## src/rtl/serial_add_ctrl.sv

```systemverilog
// Bit-serial WIDTH-bit add/subtract controller around one shared 1-bit full adder.
// Operands shift right LSB first; sum bits enter the result register from the MSB side.
module serial_add_ctrl #(
    parameter int unsigned WIDTH = 8
) (
    input  logic             clk,
    input  logic             rst_n,
    input  logic             in_valid,
    output logic             in_ready,
    input  logic [WIDTH-1:0] op_a,
    input  logic [WIDTH-1:0] op_b,
    input  logic             sub,
    output logic             out_valid,
    input  logic             out_ready,
    output logic [WIDTH-1:0] sum,
    output logic             cout,
    output logic             ovf
);

    localparam int unsigned CW = (WIDTH > 2) ? $clog2(WIDTH) : 1;
    localparam logic [CW-1:0] CNT_LAST = CW'(WIDTH - 1);
    localparam logic [CW-1:0] CNT_MSB_IN = CW'(WIDTH - 2);

    typedef enum logic [1:0] {
        IDLE,
        RUN,
        DONE
    } state_t;

    state_t           state_q, state_d;
    logic [WIDTH-1:0] a_q, a_d;
    logic [WIDTH-1:0] b_q, b_d;
    logic [WIDTH-1:0] res_q, res_d;
    logic [CW-1:0]    cnt_q, cnt_d;
    logic             carry_q, carry_d;
    logic             cmsb_q, cmsb_d;
    logic             cout_q, cout_d;
    logic             ovf_q, ovf_d;
    logic             out_valid_q, out_valid_d;
    logic             fa_s, fa_co;

    // Shared 1-bit full adder on the operand LSBs and the carry flop.
    always_comb begin
        fa_s  = a_q[0] ^ b_q[0] ^ carry_q;
        fa_co = (a_q[0] & b_q[0]) | (a_q[0] & carry_q) | (b_q[0] & carry_q);
    end

    // Next-state and datapath update for the IDLE/RUN/DONE sequence.
    always_comb begin
        state_d     = state_q;
        a_d         = a_q;
        b_d         = b_q;
        res_d       = res_q;
        cnt_d       = cnt_q;
        carry_d     = carry_q;
        cmsb_d      = cmsb_q;
        cout_d      = cout_q;
        ovf_d       = ovf_q;
        unique case (state_q)
            IDLE: begin
                if (in_valid) begin
                    a_d     = op_a;
                    b_d     = sub ? ~op_b : op_b;
                    carry_d = sub;
                    cnt_d   = '0;
                    cmsb_d  = 1'b0;
                    state_d = RUN;
                end
            end
            RUN: begin
                res_d   = {fa_s, res_q[WIDTH-1:1]};
                a_d     = a_q >> 1;
                b_d     = b_q >> 1;
                carry_d = fa_co;
                // The carry produced by bit WIDTH-2 is the carry into the MSB.
                if (cnt_q == CNT_MSB_IN) begin
                    cmsb_d = fa_co;
                end
                if (cnt_q == CNT_LAST) begin
                    cout_d  = fa_co;
                    ovf_d   = cmsb_q ^ fa_co;
                    state_d = DONE;
                end else begin
                    cnt_d = cnt_q + CW'(1);
                end
            end
            DONE: begin
                if (out_ready) begin
                    state_d = IDLE;
                end
            end
            default: state_d = IDLE;
        endcase
        out_valid_d = (state_d == DONE);
    end

    // State and datapath registers, cleared asynchronously.
    always_ff @(posedge clk or negedge rst_n) begin
        if (!rst_n) begin
            state_q     <= IDLE;
            a_q         <= '0;
            b_q         <= '0;
            res_q       <= '0;
            cnt_q       <= '0;
            carry_q     <= 1'b0;
            cmsb_q      <= 1'b0;
            cout_q      <= 1'b0;
            ovf_q       <= 1'b0;
            out_valid_q <= 1'b0;
        end else begin
            state_q     <= state_d;
            a_q         <= a_d;
            b_q         <= b_d;
            res_q       <= res_d;
            cnt_q       <= cnt_d;
            carry_q     <= carry_d;
            cmsb_q      <= cmsb_d;
            cout_q      <= cout_d;
            ovf_q       <= ovf_d;
            out_valid_q <= out_valid_d;
        end
    end

    // Output decode: ready is a pure function of state, the rest are flops.
    always_comb begin
        in_ready  = (state_q == IDLE);
        out_valid = out_valid_q;
        sum       = res_q;
        cout      = cout_q;
        ovf       = ovf_q;
    end

endmodule

```

## config.mk

```make
export PLATFORM = sky130hd
export DESIGN_NAME = serial_add_ctrl
export DESIGN_NICKNAME = d
export VERILOG_FILES = /design/src/rtl/serial_add_ctrl.sv
export SDC_FILE = /design/constraint.sdc
export NUM_CORES = 1
export LEC_CHECK = 0
export ABC_CLOCK_PERIOD_IN_PS = 3100
export CORE_MARGIN = 2
export CORE_UTILIZATION = 54
export DETAILED_ROUTE_END_ITERATION = 6
export PLACE_DENSITY = 0.95
export SYNTH_ARGS = -nofsm -noshare
export SYNTH_HDL_FRONTEND = slang
export SYNTH_SLANG_ARGS = --single-unit
```

## constraint.sdc

```tcl
create_clock -name clk -period 3.1 [get_ports clk]
set_input_delay 0.31 -clock clk [delete_from_list [all_inputs] [get_ports clk]]
set_output_delay 0.31 -clock clk [all_outputs]
set_load 0.1 [all_outputs]
```

==> results of run 1 <==
==> cells by family after synthesis <==
group / after synthesis / share of synthesized area (%)
AOI/OAI and AO/OA: 27 / 14.41
xor gates and xnor gates: 9 / 4.988
adders and majority gates: 4 / 3.642
buffers and inverters: 11 / 4.275
DFF: 34 / 53.84
muxes: 3 / 2.534
and+or+nand+nor: 53 / 16.31
==> stage by stage <==
| stage | total power [uW] | instance area, um2 |
|---|---|---|
| CTS | 2314 | 1944 |
| finish | 2303 | 1944 |
| global placement | 1981 | 1884 |
| floorplan | 1787 | 1580 |
| global route | 2431 | 1944 |
| detailed placement | 2054 | 1884 |
==> cell usage in the layout (no fill, tap or decap), drive strengths merged, types with 2 or more instances in the layout <==
cell type / count
dfrtp: 34
nand3: 2
nor2b: 2
nor3b: 2
o21ai: 2
a22o: 2
o2bb2ai: 8
buf: 2
nand2b: 2
inv: 2
a221o: 7
xnor2: 8
a22oi: 7
clkbuf: 7
nor2: 11
mux2: 2
ha: 3
clkdlybuf4s50: 31
nand2: 31
==> worst min path at each step <==
stage                            start                    to  slack, ps
finish                           rst_n  cnt_q[1]$_DFFE_PN0P_        370
global route                     rst_n    b_q[2]$_DFFE_PN0P_        410
CTS                              rst_n       ovf$_DFFE_PN0P_        380
detailed placement  sum[0]$_DFFE_PN0P_    sum[0]$_DFFE_PN0P_        470
global placement    sum[0]$_DFFE_PN0P_    sum[0]$_DFFE_PN0P_        460
floorplan                        rst_n    a_q[0]$_DFFE_PN0P_         10
==> sequential cells by signal, indices dropped and copies added, names as in the netlist <==
name and flops:
b_q 8, carry_q 1, a_q 8, state_q 2, out_valid 1, sum 8
cnt_q 3, ovf 1, cout 1, cmsb_q 1
==> worst register-to-register path: cells and delay by family (launching register included) <==
family | cells | cell delay, ps
AO/OA/AOI/OAI | 1 | 350
flip-flops | 1 | 650
AND/OR/NAND/NOR | 2 | 820
==> layout make-up <==
class / count / share of cell area [%]
sequential: 34 / 43.76
multi-input combinational: 96 / 34.04
timing repair buffer: 33 / 16.73
clock buffer: 7 / 2.831
tap: 31 / 1.995
inverter: 2 / 0.3861
clock inverter: 1 / 0.2574
==> metal layers <==
layer  vias to the layer above  GRT usage (%)  share of wire, %  wire [um]
li1                        553              -                 -          -
met1                       570          25.85                43       1363
met5                         -              0                 0          0
met2                        35          34.09                50       1591
met4                         0          8.638               2.0         62
met3                        10          6.473               4.7        150
==> power by group through the flow <==
stage / sequential, uW / combinational [uW] / clock [uW]
after floorplan: 1180 / 609 / 0
after global placement: 797 / 1180 / 0
after detailed placement: 813 / 1240 / 0
after CTS: 810 / 1240 / 266
after global routing: 834 / 1310 / 287
final: 813 / 1230 / 260
==> results.sh, run 1 <==
export IMPL_outcome="finished, final reports clean"
export IMPL_drive_gt1_share_pct=8.671
export IMPL_fin_crit_ps=2182
export IMPL_whs_ps=367.5
export IMPL_synth_area_leaders="dfrtp_1, nand2_1, a221o_1, o2bb2ai_1, xnor2_1"
export IMPL_fin_ws_ps=917.8
export IMPL_pwr_share_seq_pct=35.3
export IMPL_start_util_pct=57.30
export IMPL_gr_usage_all_layers_pct=20.90
export IMPL_rsz0062_at_grt="false"
export IMPL_nFillCells=217
export IMPL_power_frac_comb_pct=53.4
export IMPL_synth_cells=141
export IMPL_cp_num_buf_inv=1
export IMPL_arrival_ps=1870
export IMPL_min_path_type="in2async"
export IMPL_fmax_mhz=458.2
export IMPL_die_w_um=58.10
export IMPL_regArea_um2=850.8
export IMPL_critPathMaxFanout=3
export IMPL_netlist_area_mm2=0.001580
export IMPL_cts_inserted_buffers=5
export IMPL_synth_area_leader_cell="dfrtp_1"
export IMPL_netlist_top_cells_count="dfrtp_1, nand2_1, nor2_1"
export IMPL_ys_async_sr_fraction_pct=100.0
export IMPL_fp_coreArea_mm2=0.002758
export IMPL_p_per_area_mw_per_mm2=1184
export IMPL_cts_resized=0
export IMPL_synth_edf_count=0
export IMPL_rr_endpoint="b_q[0]$_DFFE_PN0P_"
export IMPL_cts_tree="built"
export IMPL_dp_final_hpwl_um=2250
export IMPL_final_util_pct=70.51
export IMPL_rrSetupSlack_ps=1180
export IMPL_maxCapViolCount=0
export IMPL_final_cells=204
export IMPL_clockBufferDepth=2
export IMPL_end_kind="primary output"
export IMPL_slew_headroom_pct=35.36
export IMPL_routabilityCongestion=0.7529
export IMPL_critPathSlowestCell="clkdlybuf4s50_1"
export IMPL_p_clk_share_pct=11.3
export IMPL_clkTransAtPathRegs_ps=110
export IMPL_htreeDepth=2
export IMPL_grt_max_degree=35
export IMPL_synth_top_area_share_pct=53.84
export IMPL_row_count=19
export IMPL_port_buffers=32
export IMPL_pre_cts_ws_ps=1208
export IMPL_holdBufCountCts=0
export IMPL_drv_slew=0
export IMPL_die_area_mm2=0.003375
export IMPL_power_leakage_uw=0.0009105
export IMPL_antenna_found_initial=0
export IMPL_final_period_utilization_pct=70.39
export IMPL_final_nets=197
export IMPL_vias=1168
export IMPL_yosys_warnings=0
export IMPL_num_antenna_cells=0
export IMPL_p_int_uw=1146
export IMPL_synthMostInstantiatedCell="dfrtp_1"
export IMPL_hold_viol_final=0
export IMPL_endpoint="sum[2]"
export IMPL_ys_seq_area_share_pct=53.84
export IMPL_critical_path_cell_chain="clkdlybuf4s50_1"
export IMPL_insertion_delay_ps=340
export IMPL_cp_depth=1
export IMPL_grt_pass1_wl_um=5216
export IMPL_dp_cells=196
export IMPL_worst_slew_pin_slew_ps=966.5
export IMPL_cts_root_buf="clkbuf_4"
export IMPL_grt_pass1_vias=1128
export IMPL_area_growth_pct=23.04
export IMPL_vdd_drop_max_uv=928.3
export IMPL_critPathTopFamily="buffers and inverters"
export IMPL_vias_per_cell=5.725
export IMPL_cts_sinks=34
export IMPL_finalSetupViolCount=0
export IMPL_swShare_pct=50.25
export IMPL_multi_input_area_um2=661.9
export IMPL_drtIter0Drc=32
export IMPL_ff2ff_path_depth=3
export IMPL_synth_net_count=166
export IMPL_crit_path_max_incr_delay_ps=1140
export IMPL_path_class="reg2out"
export IMPL_ys_ff_latch=34
export IMPL_power_switching_uw=1157
export IMPL_gr_total_overflow=0
export IMPL_syn_area_per_cell_um2=11.21
export IMPL_worstPathRequired_ps=2790
export IMPL_drtPass1Iterations=4
export IMPL_setup_tns_ps=0
export IMPL_die_height_um=58.10
export IMPL_cp_start_kind="flip-flop"
export IMPL_r2r_start="state_q[0]$_DFF_PN0_"
export IMPL_routedWlPerCell_um=15.52
export IMPL_crit_start="sum[2]$_DFFE_PN0P_"
export IMPL_pin_count=33
export IMPL_ant_nets=0
export IMPL_ys_flop_type="dfrtp_1"
export IMPL_drc=0
export IMPL_wl_um=3167
export IMPL_finalClockSkew_ps=6.287
export IMPL_synthDistinctLibCells=32
export IMPL_cts_setup_buffers=0
Power figures use the tool's default switching activity.
==> inputs of run 2 (changes only) <==
Settings changed: ABC_CLOCK_PERIOD_IN_PS 3100 to 1850, CORE_UTILIZATION 54 to 45, PLACE_DENSITY 0.95 to 0.86.
Clock period 3.1 ns to 1.85 ns, I/O delays scaled along.
==> run 2 against run 1 <==
Net effect: utilization down 11 points; final area up 3.0%; global-route usage down 2.8 points; via count up 0.17%; worst hold slack worse by 120 ps; worst setup slack worse by 650 ps; power up 74%; wire length up 1.5%; sequential cell count unchanged; die area up 19%; clock skew down 3.1 ps; final cell count up 8.8%; critical endpoint is now cnt_q[2]$_DFFE_PN0P_.
==> results.sh, run 2 (same netlist as run 1, synthesis figures left out) <==
export IMPL_outcome="finished, final reports clean"
export IMPL_end_kind="flip-flop"
export IMPL_insertion_delay_ps=330
export IMPL_vdd_drop_max_uv=875.2
export IMPL_final_cell_mix="dfrtp_1, nand2_1, clkdlybuf4s50_1"
export IMPL_power_total_uw=4017
export IMPL_maxCapViolCount=0
export IMPL_die_area_mm2=0.004002
export IMPL_whs_ps=249.3
export IMPL_slew_headroom_pct=62.52
export IMPL_drc=0
export IMPL_htreeDepth=2
export IMPL_clkTransAtPathRegs_ps=100
export IMPL_vias=1170
export IMPL_p_per_area_mw_per_mm2=2007
export IMPL_setup_tns_ps=0
export IMPL_fin_crit_ps=1581
export IMPL_path_class="reg2reg"
export IMPL_grt_pass1_wl_um=5492
export IMPL_routedWlPerCell_um=14.49
export IMPL_row_count=21
export IMPL_cts_resized=0
export IMPL_die_w_um=63.26
export IMPL_fp_coreArea_mm2=0.003363
export IMPL_power_leakage_uw=0.0009592
export IMPL_multi_input_area_um2=664.4
export IMPL_ant_nets=0
export IMPL_drv_slew=0
export IMPL_routabilityCongestion=0.7550
export IMPL_drtPass1Iterations=4
export IMPL_pin_count=33
export IMPL_worstPathRequired_ps=2080
export IMPL_vias_per_cell=5.270
export IMPL_gr_usage_all_layers_pct=18.09
export IMPL_final_common_cell="dfrtp_1"
export IMPL_finalSetupViolCount=0
export IMPL_gr_total_overflow=0
export IMPL_start_util_pct=46.99
export IMPL_arrival_ps=1810
export IMPL_grt_max_degree=35
export IMPL_port_buffers=32
export IMPL_cts_setup_buffers=0
export IMPL_cts_tree="built"
export IMPL_rsz0062_at_grt="false"
export IMPL_drive_gt1_share_pct=17.61
export IMPL_dp_final_hpwl_um=2461
export IMPL_min_path_type="in2async"
export IMPL_clockBufferDepth=2
export IMPL_cts_inserted_buffers=5
export IMPL_die_height_um=63.26
export IMPL_cts_root_buf="clkbuf_4"
export IMPL_wl_um=3216
export IMPL_cp_start_kind="flip-flop"
export IMPL_hold_viol_final=0
export IMPL_nFillCells=289
export IMPL_critPathMaxFanout=3
export IMPL_drtIter0Drc=44
export IMPL_regArea_um2=850.8
export IMPL_area_growth_pct=26.68
export IMPL_final_nets=201
export IMPL_grt_pass1_vias=1184
export IMPL_finalClockSkew_ps=3.223
export IMPL_final_period_utilization_pct=85.45
export IMPL_antenna_found_initial=0
export IMPL_num_antenna_cells=0
export IMPL_fmax_mhz=632.6
export IMPL_cts_sinks=34
export IMPL_worst_slew_pin_slew_ps=561.6
export IMPL_holdBufCountCts=0
## run 2: cell types whose count changed in the layout (fill, tap and decap cells not counted), sizes merged
| cell | delta |
|---|---|
| buf | +15 |
| clkdlybuf4s50 | -11 |
| bufinv | +1 |
| clkbuf | -1 |
| clkinv | -1 |
## run 2: worst max-delay path: stages (launching register included)
cell	delay [ps]
dfrtp_1	420
ha_1	210
ha_1	230
nor3b_1	310
nor2_1	120
a22o_1	190
## run 2: report_power, final
group / internal (uW) / switching, uW
clock network: 314 / 233
registers: 1070 / 239
logic: 700 / 1460
## run 2: path summary, 6_finish.rpt
check                                     start                   end  slack [ps]  depth (start not counted)
max in group asynchronous                 rst_n    sum[3]$_DFFE_PN0P_        1300                          2
setup reg to reg           cnt_q[0]$_DFFE_PN0P_  cnt_q[2]$_DFFE_PN0P_         270                          5
setup / recovery           cnt_q[0]$_DFFE_PN0P_  cnt_q[2]$_DFFE_PN0P_         270                          5
hold reg to reg              sum[0]$_DFFE_PN0P_    sum[0]$_DFFE_PN0P_         490                          2
min in group clk                        op_a[7]    a_q[7]$_DFFE_PN0P_         380                          3
hold / removal                            rst_n    a_q[5]$_DFFE_PN0P_         250                          2
## run 2: metal layers
| metal | wire [um] | global-route usage (%) | up-vias |
|---|---|---|---|
| li1 | - | - | 557 |
| met1 | 1374 | 23.15 | 573 |
| met2 | 1644 | 28.19 | 36 |
| met3 | 163 | 5.179 | 4 |
| met4 | 33 | 8.967 | 0 |
| met5 | 0 | 0 | - |
## run 2: area by class of cell
class,count,share of cell area (%)
flip-flops and latches,34,42.50
clock inverters,1,1.500
multi-input cells,96,33.19
repair buffers,37,17.00
well taps,46,2.875
inverters,2,0.3750
clock buffers,6,2.563
## run 2: metrics by stage
stage	instances	utilization [%]	cell area (um2)	setup slack [ps]
finish	222	59.52	2002	269.2
CTS	222	59.52	2002	251.1
global placement	215	57.11	1921	274.7
global route	222	59.52	2002	173.5
detailed placement	215	57.11	1921	240.6
floorplan	141	-	1583	237.6
==> inputs of run 3 (changes only) <==
Settings changed: ABC_AREA from default to 1, PLACE_DENSITY 0.86 to 0.85.
==> run 3 against run 2 <==
Net effect: sequential power hardly changed; die area grew 7.3%; wire length rose by 2.7%; critical path depth rose by 1; count of clock-buffer cells in the layout decreased by 1; combinational power down 3%; final cell count increased by 35%; sequential share of layout area is 2.5 points lower; highest routed layer unchanged; utilization is 1.5 points lower; maximum frequency up 10%; critical endpoint is now cnt_q[1]$_DFFE_PN0P_; worst setup slack better by 150 ps.
==> results.sh, run 3 <==
export IMPL_outcome="finished, final reports clean"
export IMPL_pre_cts_ws_ps=353.4
export IMPL_synthMostInstantiatedCell="nand2_1"
export IMPL_worst_slew_pin_slew_ps=418.2
export IMPL_insertion_delay_ps=280
export IMPL_fmax_mhz=697.8
export IMPL_area_growth_pct=24.74
export IMPL_cp_start_kind="flip-flop"
export IMPL_final_nets=276
export IMPL_start_util_pct=46.55
export IMPL_port_buffers=32
export IMPL_gr_total_overflow=0
export IMPL_critPathTopFamily="simple AND/OR/NAND/NOR gates"
export IMPL_drc=0
export IMPL_min_path_type="in2async"
export IMPL_fp_coreArea_mm2=0.003661
export IMPL_die_area_mm2=0.004295
export IMPL_netlist_area_mm2=0.001704
export IMPL_fin_crit_ps=1433
export IMPL_vias=1436
export IMPL_syn_area_per_cell_um2=7.963
export IMPL_final_cell_mix="nand2_1, dfrtp_1, clkdlybuf4s50_1"
export IMPL_wl_um=3303
export IMPL_htreeDepth=2
export IMPL_holdBufCountCts=0
export IMPL_path_class="reg2reg"
export IMPL_hold_viol_final=0
export IMPL_clockBufferDepth=2
export IMPL_setup_tns_ps=0
export IMPL_pin_count=33
export IMPL_drtPass1Iterations=4
export IMPL_synth_net_count=239
export IMPL_ant_nets=0
export IMPL_routedWlPerCell_um=11.05
export IMPL_cp_num_buf_inv=2
export IMPL_synth_area_leader_cell="dfrtp_1"
export IMPL_slew_headroom_pct=72.12
export IMPL_yosys_warnings=0
export IMPL_finalClockSkew_ps=4.626
export IMPL_cts_setup_buffers=0
export IMPL_worstPathRequired_ps=2070
export IMPL_synth_edf_count=0
export IMPL_netlist_top_cells_count="nand2_1, dfrtp_1, nand3_1"
export IMPL_nFillCells=361
export IMPL_ys_ff_latch=34
export IMPL_drive_gt1_share_pct=14.74
export IMPL_row_count=22
export IMPL_synth_top_area_share_pct=49.93
export IMPL_drtIter0Drc=57
export IMPL_critPathMaxFanout=18
export IMPL_num_antenna_cells=0
export IMPL_maxCapViolCount=0
export IMPL_finalSetupViolCount=0
export IMPL_routabilityCongestion=0.7783
export IMPL_vias_per_cell=4.803
export IMPL_clkTransAtPathRegs_ps=70
export IMPL_end_kind="flip-flop"
export IMPL_p_per_area_mw_per_mm2=1828
export IMPL_dp_final_hpwl_um=2428
export IMPL_cts_sinks=34
export IMPL_antenna_found_initial=0
export IMPL_crit_path_frequent_cell="nand2_1"
export IMPL_ys_async_sr_fraction_pct=100.0
export IMPL_final_period_utilization_pct=77.46
export IMPL_rsz0062_at_grt="false"
export IMPL_cts_tree="built"
export IMPL_ys_flop_type="dfrtp_1"
export IMPL_grt_pass1_vias=1370
export IMPL_ys_seq_area_share_pct=49.93
export IMPL_power_leakage_uw=0.001156
export IMPL_cts_inserted_buffers=5
export IMPL_gr_usage_all_layers_pct=17.90
export IMPL_final_common_cell="nand2_1"
export IMPL_synthDistinctLibCells=22
export IMPL_arrival_ps=1650
export IMPL_critical_path_cell_chain="inv_1 -> nor2_4 -> nand2_2 -> clkinv_1 -> nand2_1 -> nand2_1"
export IMPL_synth_cells=214
export IMPL_fin_ws_ps=417.0
export IMPL_cts_resized=0
export IMPL_critPathSlowestCell="dfrtp_1"
export IMPL_die_w_um=65.54
export IMPL_grt_pass1_wl_um=5789
export IMPL_crit_path_max_incr_delay_ps=520
export IMPL_die_height_um=65.54
export IMPL_cts_root_buf="clkbuf_8"
export IMPL_synth_area_leaders="dfrtp_1, nand2_1, nand3_1, inv_1, ha_1"
export IMPL_vdd_drop_max_uv=538.8
export IMPL_grt_max_degree=35
export IMPL_drv_slew=0
-- run 3: cell count changes after synthesis, moves of 3 or more --
cell / before / now
inv_1: 2 / 17
inv_2: 0 / 3
a221o_1: 7 / 0
nor2_1: 10 / 2
nand2_2: 0 / 6
nand3_1: 2 / 18
a22oi_1: 7 / 0
xnor2_1: 8 / 2
o21ai_0: 1 / 7
o2bb2ai_1: 8 / 0
nand2_1: 30 / 106
-- run 3: cell type report --
class	count	area (um2)	area share, %
Timing Repair Buffer	36	332.8	15.66
Sequential cell	34	850.8	40.02
Inverter	21	78.83	3.708
Tap cell	48	60.06	2.825
Multi-Input combinational cell	153	724.4	34.08
Clock inverter	2	10.01	0.4709
Clock buffer	5	68.82	3.237
-- run 3: worst paths after layout --
path,start,endpoint,slack (ps),cells after the start
min in group clk,op_a[7],a_q[7]$_DFFE_PN0P_,440,3
setup / recovery,state_q[0]$_DFF_PN0_,cnt_q[1]$_DFFE_PN0P_,420,6
hold reg to reg,a_q[5]$_DFFE_PN0P_,a_q[5]$_DFFE_PN0P_,490,2
setup reg to reg,state_q[0]$_DFF_PN0_,cnt_q[1]$_DFFE_PN0P_,420,6
hold / removal,rst_n,sum[4]$_DFFE_PN0P_,310,2
max in group asynchronous,rst_n,a_q[5]$_DFFE_PN0P_,1240,2
-- run 3: cells by family (layout without fill, tap and decap cells) --
family / count (synthesis) / after routing / synth area share (%)
AO/OA/AOI/OAI: 12 / 12 / 4.479
XOR/XNOR: 2 / 2 / 1.028
adder cells (fa/ha/maj): 4 / 4 / 3.378
buffers and inverters: 27 / 64 / 8.002
flip-flops: 34 / 34 / 49.93
AND/OR/NAND/NOR: 135 / 135 / 33.19
-- run 3: power by group --
group / leakage [uW] / internal, uW / switching, uW / total [uW]
sequential: 0.000437 / 1050 / 223 / 1280
combinational: 0.000675 / 580 / 1520 / 2100
clock: 0.0000438 / 252 / 258 / 510
-- run 3: worst reg2reg max path, stage by stage, from the launching register on --
cell and delay [ps]:
dfrtp_1 520, inv_1 120, nor2_4 340, nand2_2 160, clkinv_1 110, nand2_1 50, nand2_1 60
-- run 3: per-stage QoR --
stage / cells / power (uW) / hold WS, ps / instance area [um2] / util, %
floorplan: 214 / 2939 / -110.6 / 1712 / -
global placement: 292 / 3327 / 466.1 / 2047 / 55.91
detailed placement: 292 / 3400 / 467.4 / 2047 / 55.91
CTS: 299 / 3929 / 309.0 / 2126 / 58.07
global route: 299 / 4170 / 337.9 / 2126 / 58.07
finish: 299 / 3886 / 307.9 / 2126 / 58.07
-- run 3: metal layers --
metal	vias to the layer above	wire length [um]	GRT usage [%]
li1	734	-	-
met1	652	1492	20.74
met2	46	1599	30.61
met3	4	182	5.479
met4	0	27	7.552
met5	-	0	0
